`config.mk`:
```
export PLATFORM = sky130hd
export DESIGN_NAME = inst_loader
export DESIGN_NICKNAME = d
export VERILOG_FILES = /design/src/rtl/enhanced_processor_pkg.sv /design/src/rtl/inst_loader_word_assembler.sv /design/src/rtl/inst_loader.sv
export SDC_FILE = /design/constraint.sdc
export NUM_CORES = 1
export LEC_CHECK = 0
export ABC_AREA = 1
export CAP_MARGIN = 20
export CORE_ASPECT_RATIO = 0.7
export CORE_MARGIN = 2
export CORE_UTILIZATION = 53
export DETAILED_ROUTE_END_ITERATION = 6
export HOLD_SLACK_MARGIN = 0.06
export MAX_ROUTING_LAYER = met4
export PLACE_DENSITY_LB_ADDON = 0.15
export SYNTH_ARGS = -nofsm -noshare
export SYNTH_HDL_FRONTEND = slang
export SYNTH_SLANG_ARGS = --single-unit
```
`constraint.sdc`:
```
create_clock -name clk_50MHz -period 1.8 [get_ports clk_50MHz]
set_input_delay 0.36 -clock clk_50MHz [delete_from_list [all_inputs] [get_ports clk_50MHz]]
set_output_delay 0.36 -clock clk_50MHz [all_outputs]
set_load 0.05 [all_outputs]
```
`src/rtl/enhanced_processor_pkg.sv`:
```
// Shared types and sizing constants for the instruction loader.
package enhanced_processor_pkg;

  localparam int INST_ADDR_W = 5;
  localparam int INST_DATA_W = 16;
  localparam int INST_BYTE_W = 8;

  // CHK is only reachable when the trailer checksum is built in.
  typedef enum logic [2:0] {
    IDLE,
    HI,
    LO,
    WRITE,
    CHK,
    DONE
  } ld_state_t;

endpackage

```
`src/rtl/inst_loader_word_assembler.sv`:
```
// word_assembler: byte handshake acceptance and high-first byte pairing.
// word_valid pulses in the cycle the low byte transfers; word_next is the
// completed word in that same cycle, so the caller can register it directly.
module word_assembler #(
  parameter int BYTE_W = 8
) (
  input  logic                  clk,
  input  logic                  reset_n,
  input  logic                  phase_hi,
  input  logic                  phase_lo,
  input  logic                  byte_valid,
  input  logic                  byte_ready,
  input  logic [BYTE_W-1:0]     byte_in,
  output logic                  xfer,
  output logic                  word_valid,
  output logic [2*BYTE_W-1:0]   word_next
);

  logic [BYTE_W-1:0] hi_q;

  assign xfer       = byte_valid && byte_ready;
  assign word_valid = xfer && phase_lo;
  assign word_next  = {hi_q, byte_in};

  // Hold the high byte until its partner arrives.
  always_ff @(posedge clk) begin
    if (!reset_n)            hi_q <= '0;
    else if (xfer && phase_hi) hi_q <= byte_in;
  end

endmodule

```
`src/rtl/inst_loader.sv`:
```
// inst_loader: fills the instruction memory from a valid/ready byte stream.
// Bytes pair high-first into words; each word is written one cycle after its
// low byte is accepted. All outputs are registered from the next state, so a
// reset edge suppresses any write that would otherwise have followed it.
// Optional trailer checksum: define INST_LOADER_CHECKSUM_EN.
module inst_loader
  import enhanced_processor_pkg::*;
#(
  parameter int ADDR_W = INST_ADDR_W,
  parameter int DATA_W = INST_DATA_W,  // must be 2*BYTE_W
  parameter int BYTE_W = INST_BYTE_W
) (
  input  logic              clk_50MHz,
  input  logic              reset_n,
  input  logic              start,
  input  logic [ADDR_W:0]   word_count,
  input  logic [BYTE_W-1:0] byte_in,
  input  logic              byte_valid,
  output logic              byte_ready,
  output logic [ADDR_W-1:0] mem_addr,
  output logic [DATA_W-1:0] mem_data,
  output logic              mem_wren,
  output logic              busy,
  output logic              load_done,
  output logic              checksum_err
);

  localparam logic [ADDR_W:0] DEPTH = {1'b1, {ADDR_W{1'b0}}};
  localparam logic [ADDR_W:0] ONE   = {{ADDR_W{1'b0}}, 1'b1};

  ld_state_t         state, state_nx;
  logic [ADDR_W-1:0] addr_q, addr_nx, mem_addr_nx;
  logic [ADDR_W:0]   remain_q, remain_nx, count_sat;
  logic [DATA_W-1:0] mem_data_nx, word_next;
  logic              mem_wren_nx, xfer, word_valid, clr_start;

  // Requests beyond the memory depth saturate rather than wrap.
  assign count_sat = (word_count > DEPTH) ? DEPTH : word_count;
  assign clr_start = start && ((state == IDLE) || (state == DONE));

  word_assembler #(.BYTE_W(BYTE_W)) u_asm (
    .clk        (clk_50MHz),
    .reset_n    (reset_n),
    .phase_hi   (state == HI),
    .phase_lo   (state == LO),
    .byte_valid (byte_valid),
    .byte_ready (byte_ready),
    .byte_in    (byte_in),
    .xfer       (xfer),
    .word_valid (word_valid),
    .word_next  (word_next)
  );

`ifdef INST_LOADER_CHECKSUM_EN
  localparam ld_state_t LAST_ST = CHK;
  logic [BYTE_W-1:0] csum_q;
  logic              chk_err_q;

  // Fold payload bytes into a running XOR; judge the trailer byte in CHK.
  always_ff @(posedge clk_50MHz) begin
    if (!reset_n) begin
      csum_q    <= '0;
      chk_err_q <= 1'b0;
    end else if (clr_start) begin
      csum_q    <= '0;
      chk_err_q <= 1'b0;
    end else if (xfer && ((state == HI) || (state == LO))) begin
      csum_q <= csum_q ^ byte_in;
    end else if (xfer && (state == CHK)) begin
      chk_err_q <= (byte_in != csum_q);
    end
  end

  assign checksum_err = chk_err_q;
`else
  localparam ld_state_t LAST_ST = DONE;
  assign checksum_err = 1'b0;
`endif

  // Next state plus next values of the address/count and write port.
  always_comb begin
    state_nx    = state;
    addr_nx     = addr_q;
    remain_nx   = remain_q;
    mem_wren_nx = 1'b0;
    mem_addr_nx = mem_addr;
    mem_data_nx = mem_data;
    case (state)
      IDLE, DONE: begin
        if (start) begin
          remain_nx = count_sat;
          addr_nx   = '0;
          state_nx  = (count_sat == '0) ? DONE : HI;
        end
      end
      HI:    if (xfer) state_nx = LO;
      LO: begin
        if (word_valid) begin
          state_nx    = WRITE;
          mem_wren_nx = 1'b1;
          mem_addr_nx = addr_q;
          mem_data_nx = word_next;
        end
      end
      WRITE: begin
        // After the last word the address wraps to 0 but nothing more is written.
        addr_nx   = addr_q + 1'b1;
        remain_nx = remain_q - ONE;
        state_nx  = (remain_q == ONE) ? LAST_ST : HI;
      end
      CHK:     if (xfer) state_nx = DONE;
      default: state_nx = IDLE;
    endcase
  end

  // State register.
  always_ff @(posedge clk_50MHz) begin
    if (!reset_n) state <= IDLE;
    else          state <= state_nx;
  end

  // Datapath and registered outputs, all derived from the next state.
  always_ff @(posedge clk_50MHz) begin
    if (!reset_n) begin
      addr_q     <= '0;
      remain_q   <= '0;
      mem_addr   <= '0;
      mem_data   <= '0;
      mem_wren   <= 1'b0;
      busy       <= 1'b0;
      load_done  <= 1'b0;
      byte_ready <= 1'b0;
    end else begin
      addr_q     <= addr_nx;
      remain_q   <= remain_nx;
      mem_addr   <= mem_addr_nx;
      mem_data   <= mem_data_nx;
      mem_wren   <= mem_wren_nx;
      busy       <= (state_nx == HI) || (state_nx == LO) ||
                    (state_nx == WRITE) || (state_nx == CHK);
      load_done  <= (state_nx == DONE);
      byte_ready <= (state_nx == HI) || (state_nx == LO) || (state_nx == CHK);
    end
  end

endmodule

```
Word-level counts from Yosys, hierarchy flattened

Cells that the tools add are included.

$add $sub $neg: 2
$lt $le $gt $ge: 1
Eq/ne operators: 12
Mux-type cells: 13
Reductions and logical operators: 14

Operators by type and width:

| operator                                         | count |
|---|---|
| 2-to-1 mux 3 bit                                 | 6 |
| one-hot mux 3 bit (5 select lines)               | 1 |
| == test 3 x 2 -> 1 bit, second input constant    | 4 |
| == test 3 bit, second input constant             | 4 |
| 2-to-1 mux 6 bit                                 | 2 |
| one-hot mux 6 bit (2 select lines)               | 1 |
| one-hot mux 5 bit (2 select lines)               | 1 |
| == test 3 x 1 -> 1 bit, second input constant    | 2 |
| == test 6 x 1 -> 1 bit, second input constant    | 1 |
| > comparator 6 bit, second input constant        | 1 |
| logical NOT 6 bit                                | 1 |
| AND reduction 2 bit                              | 3 |
| subtractor 6 x 1 -> 6 bit, second input constant | 1 |
| adder 5 x 1 -> 5 bit, second input constant      | 1 |
| 2-to-1 mux 5 bit                                 | 1 |
| logical OR 1 bit                                 | 4 |
| logical AND 1 bit                                | 3 |
| logical NOT 3 bit                                | 1 |
| inequality test 2 bit, second input constant     | 1 |
| nonzero test 2 bit                               | 1 |
| OR reduction 2 bit                               | 1 |
| 2-to-1 mux 1 bit                                 | 1 |

Bits in registers: 47
Input port bits: 18
Output and inout bits: 26
Word-level logic and storage cells: 52

Depth between registers and ports, before layout

Word-level depth: 10
Gate-level depth with buffers: 11
Gate-level depth less buffers: 11

Hierarchy

Synthesis repeated with hierarchy kept, for this count alone.

Cell total of the unflattened synthesis: 296
Area, all modules: 2,177.1 µm²

Modules (own cells, without submodules):

| module         | instances | cells each | area each (µm²) | sequential area each (µm²) |
|---|---|---|---|---|
| inst_loader    | 1         | 233        | 1,752.9         | 780.7 |
| word_assembler | 1         | 63         | 424.2           | 160.2 |

Least setup slack after synthesis

Ideal clock, no wire load.

Path type: register -> register
Start point: register byte_ready
End point: register busy
Library setup time: 0.120 ns
Arrival: 1.467 ns
Required time: 1.680 ns
Path slack: 0.214 ns
Stages on the path, launching flop included: 8
Path buffers: 0
Clock period less this slack: 1.586 ns
Cell sequence: dfxtp_1 > nand2_1 > o21ai_0 > nand3_2 > nor2_1 > nand2_1 > nand2_1 > nor2_1

Longest elaborated chain between the ends: 8
Elaborated cells on any way between the ends: 13
Classes of those cells: eq/ne: 4; mux: 4; reduce/logical: 5

RTL lines:

| item                                                             | line                             | source |
|---|---|---|
| start: declaration                                               | inst_loader.sv:19                | `output logic byte_ready,` |
| start signal: assignment                                         | inst_loader.sv:142               | `byte_ready <= (state_nx == HI) \|\| (state_nx == LO) \|\| (state_nx == CHK);` |
| logical AND 1 bit *                                              | inst_loader_word_assembler.sv:21 | `assign xfer = byte_valid && byte_ready;` |
| logical AND 1 bit                                                | inst_loader_word_assembler.sv:22 | `assign word_valid = xfer && phase_lo;` |
| 2-to-1 mux 3 bit                                                 | inst_loader.sv:98                | `if (word_valid) begin` |
| one-hot mux 3 bit (5 select lines) *                             | inst_loader.sv:88                | `case (state)` |
| == test 3 x 1 -> 1 bit or == test 3 x 2 -> 1 bit (tied branches) | inst_loader.sv:139               | `busy <= (state_nx == HI) \|\| (state_nx == LO) \|\|` |
| logical OR 1 bit (2 in a row)                                    | inst_loader.sv:139               |  |
| logical OR 1 bit *                                               | inst_loader.sv:140               | `(state_nx == WRITE) \|\| (state_nx == CHK);` |
| end signal: assignment                                           | inst_loader.sv:139               |  |
| end: declaration                                                 | inst_loader.sv:23                | `output logic busy,` |

Mark *: on every way between the ends. The rest lies on a longest branch, timed or not.
A chain may end at the register's enable or synchronous reset.

Final worst setup path

Start point: register mem_wren
End point: output mem_wren

RTL lines:

| item                     | line               | source |
|---|---|---|
| start: declaration       | inst_loader.sv:22  | `output logic mem_wren,` |
| start signal: assignment | inst_loader.sv:138 | `mem_wren <= mem_wren_nx;` |

No word-level cell between the ends.

==> qor.txt <==
final setup margin = 44.7 ps
IO Count = 44
Max Cap Violations = 0
fraction of layout cells with a size suffix above 1 = 17.7%
worst-path fanout max = 1
Clock Sinks = 47
vias = 1,844
area of the multi-input gates = 917 um^2
critical path required time = 1440 ps
Worst path max stage delay = 780 ps
sequential share of power = 49.3%
Layout Skew = 7.51 ps
Setup crit end kind = output port
placed cell area = 0.00244 mm^2
Psw = 0.772 mW
CTS Root Cell = clkbuf_8
synth warn = 0
final net count = 342
synth unique cells = 25
Final Cell Area = 0.00253 mm^2
VDD IR max = 584 uV
I/O Buffers = 42
fin crit period = 1760 ps
Synth area leaders = dfxtp_1, nor2_1, o21ai_0
vias in the first global route = 1,651
gp weighted congestion = 0.850
DRT Wirelength = 4410 um
power share of the combinational group = 24.0%
sw frac = 32.9%
Site Rows = 18
CP max stage cell = clkdlybuf4s50_1
clk slew on worst S/H paths = 90 ps
critical path launch point type = flop
Int Power = 1.57 mW
detailed-route DRC error count = 0
all-layer global routing usage = 22.3%
status = completed
dominant synthesized flop cell = dfxtp_1
clock latency on the worst-skew pair = 300 ps
Starting DRT DRC Count = 92
Cells after Synth = 275
Die X = 77.5 um
Setup Slack @ Placement = 97.0 ps
CTS hold repair buffers = 0
Final period util = 97.5%
Synth top cells by count = nor2_1, dfxtp_1, nand2_1, o21ai_0, inv_1
sequential share of the synthesized area = 46.9%
# resized after CTS = 0
P_leak = 1.20 nW
FFs w/ async S/R, synth = 0%
Max Transition Viols Final = 0
Hold WS = 464 ps
setup TNS = 0 ps
Critical Path, Cell by Cell = clkdlybuf4s50_1
GRT Residual Overflow = 0
power density cells = 926 mW/mm^2
final hold viol count = 0
crit path buf inv count = 1
Rel. slew slack = 56.7%
core area = 0.00358 mm^2
Num CTS Buffers = 5
DR vias/cell = 4.96
critical path's top delay family = buffers and inverters
Post-synth EDFFs = 0
first-pass GRT wire length = 7510 um
clk buf depth = 2
Crit Path Class = reg2out
Syn Nets = 296
Clk network pwr share = 26.7%
Post-DRT Antenna Nets = 0
H-tree levels = 2
Routed WL per cell = 11.9 um
Syn-to-layout area delta = 26.3%
drt pass-1 iters = 4
Final Setup Violations = 0
HP Class = reg2reg
Peak Freq = 0.570 GHz
setup repair bufs after CTS = 0
RSZ-0062 raised after global routing = no
CTS tree = built
initial antenna violation count = 0
total power = 2.35 mW
cell taking the most area after synthesis = dfxtp_1
post-DP HPWL = 3230 um
Synth Area per Inst = 7.29 um^2
Seq cells post-synth = 47
Synth top area share = 46.9%
Die ar. = 0.00430 mm^2
crit path DAT = 1400 ps
initial core utilization = 56.0%
largest net degree at the start of global routing = 24
Die Y = 55.5 um
final antenna diode count = 0
filler cell count = 307
Worst Max-Slew Pin Slew = 649 ps
Seq. cell area = 941 um^2
count leader, synth = nor2_1
Mapped Area = 0.00201 mm^2
-- metrics by stage --
step,utilization (%),std cells
finish,70.7,372
global route,70.7,372
CTS,70.7,372
detailed placement,68.2,364
global placement,68.2,364
floorplan,-,275
-- power groups by stage --
stage / Combinational [mW] / Sequential, mW / Clock, mW
2_1_floorplan: 0.314 / 1.26 / 0
4_1_cts: 0.563 / 1.16 / 0.635
5_1_grt: 0.623 / 1.17 / 0.689
3_3_place_gp: 0.554 / 1.18 / 0
3_5_place_dp: 0.561 / 1.18 / 0
6_report: 0.563 / 1.16 / 0.627
-- worst paths after layout --
kind / start / end / slack, ps / cells past startpoint
hold / removal: addr_q[4] / addr_q[4] / 460 / 2
hold reg to reg: addr_q[4] / addr_q[4] / 460 / 2
setup / recovery: mem_wren / mem_wren / 40 / 1
setup reg to reg: state[2] / mem_addr[0] / 330 / 6
-- logic make-up after synthesis --
kind of cell    synth area share (%)
simple gates                    29.4
compound gates                  14.2
flops                           46.9
buf+inv                         7.36
fa+ha+maj                       1.87
other cells                    0.187
-- registers in the layout, summed over array words and instances (netlist names) --
name and count:
state 3, busy 1, remain_q 6, addr_q 5, mem_data 16, byte_ready 1
u_asm.hi_q 8, load_done 1, mem_addr 5, mem_wren 1
-- final cells by class --
| type | instances | area share [%] |
|---|---|---|
| Clock buffer | 5 | 2.72 |
| Clock inverter | 3 | 0.791 |
| Inverter | 28 | 4.15 |
| Multi-Input combinational cell | 191 | 36.2 |
| Sequential cell | 47 | 37.2 |
| Tap cell | 50 | 2.47 |
| Timing Repair Buffer | 48 | 16.5 |
-- worst register-to-register path, cell delays in order (launching register included) --
cell and delay [ps]:
dfxtp_1 470, inv_2 90, nand3_2 100, nor2_2 40, inv_1 480, nor2_1 100, nor2_1 120
-- routing by layer --
layer	wire (um)	vias to the layer above	GRT usage (%)
met5	0	-	-
met1	2340	824	31.4
met4	34	0	6.38
met2	1770	45	32.0
li1	-	971	-
met3	262	4	5.39
-- placed cells by master, fill, tap and decap left out --
master and count:
nor2_1 68, dfxtp_1 47, nand2_1 35, o21ai_0 33, buf_4 29, inv_1 24, clkdlybuf4s50_1 18, nand3_1 13
a21oi_1 10, nand4_1 5, clkbuf_8 5, inv_2 4, nand2_2 4, o21ai_1 4, ha_1 3, a21oi_2 2
nor2_4 2, a31oi_1 2, nand2_4 2, nand3_2 2, nor2_2 2, clkinvlp_4 2, nor3_1 1, o31ai_2 1
o211ai_1 1, conb_1 1, clkinv_2 1, buf_12 1
(Power assumes the default switching activity.)
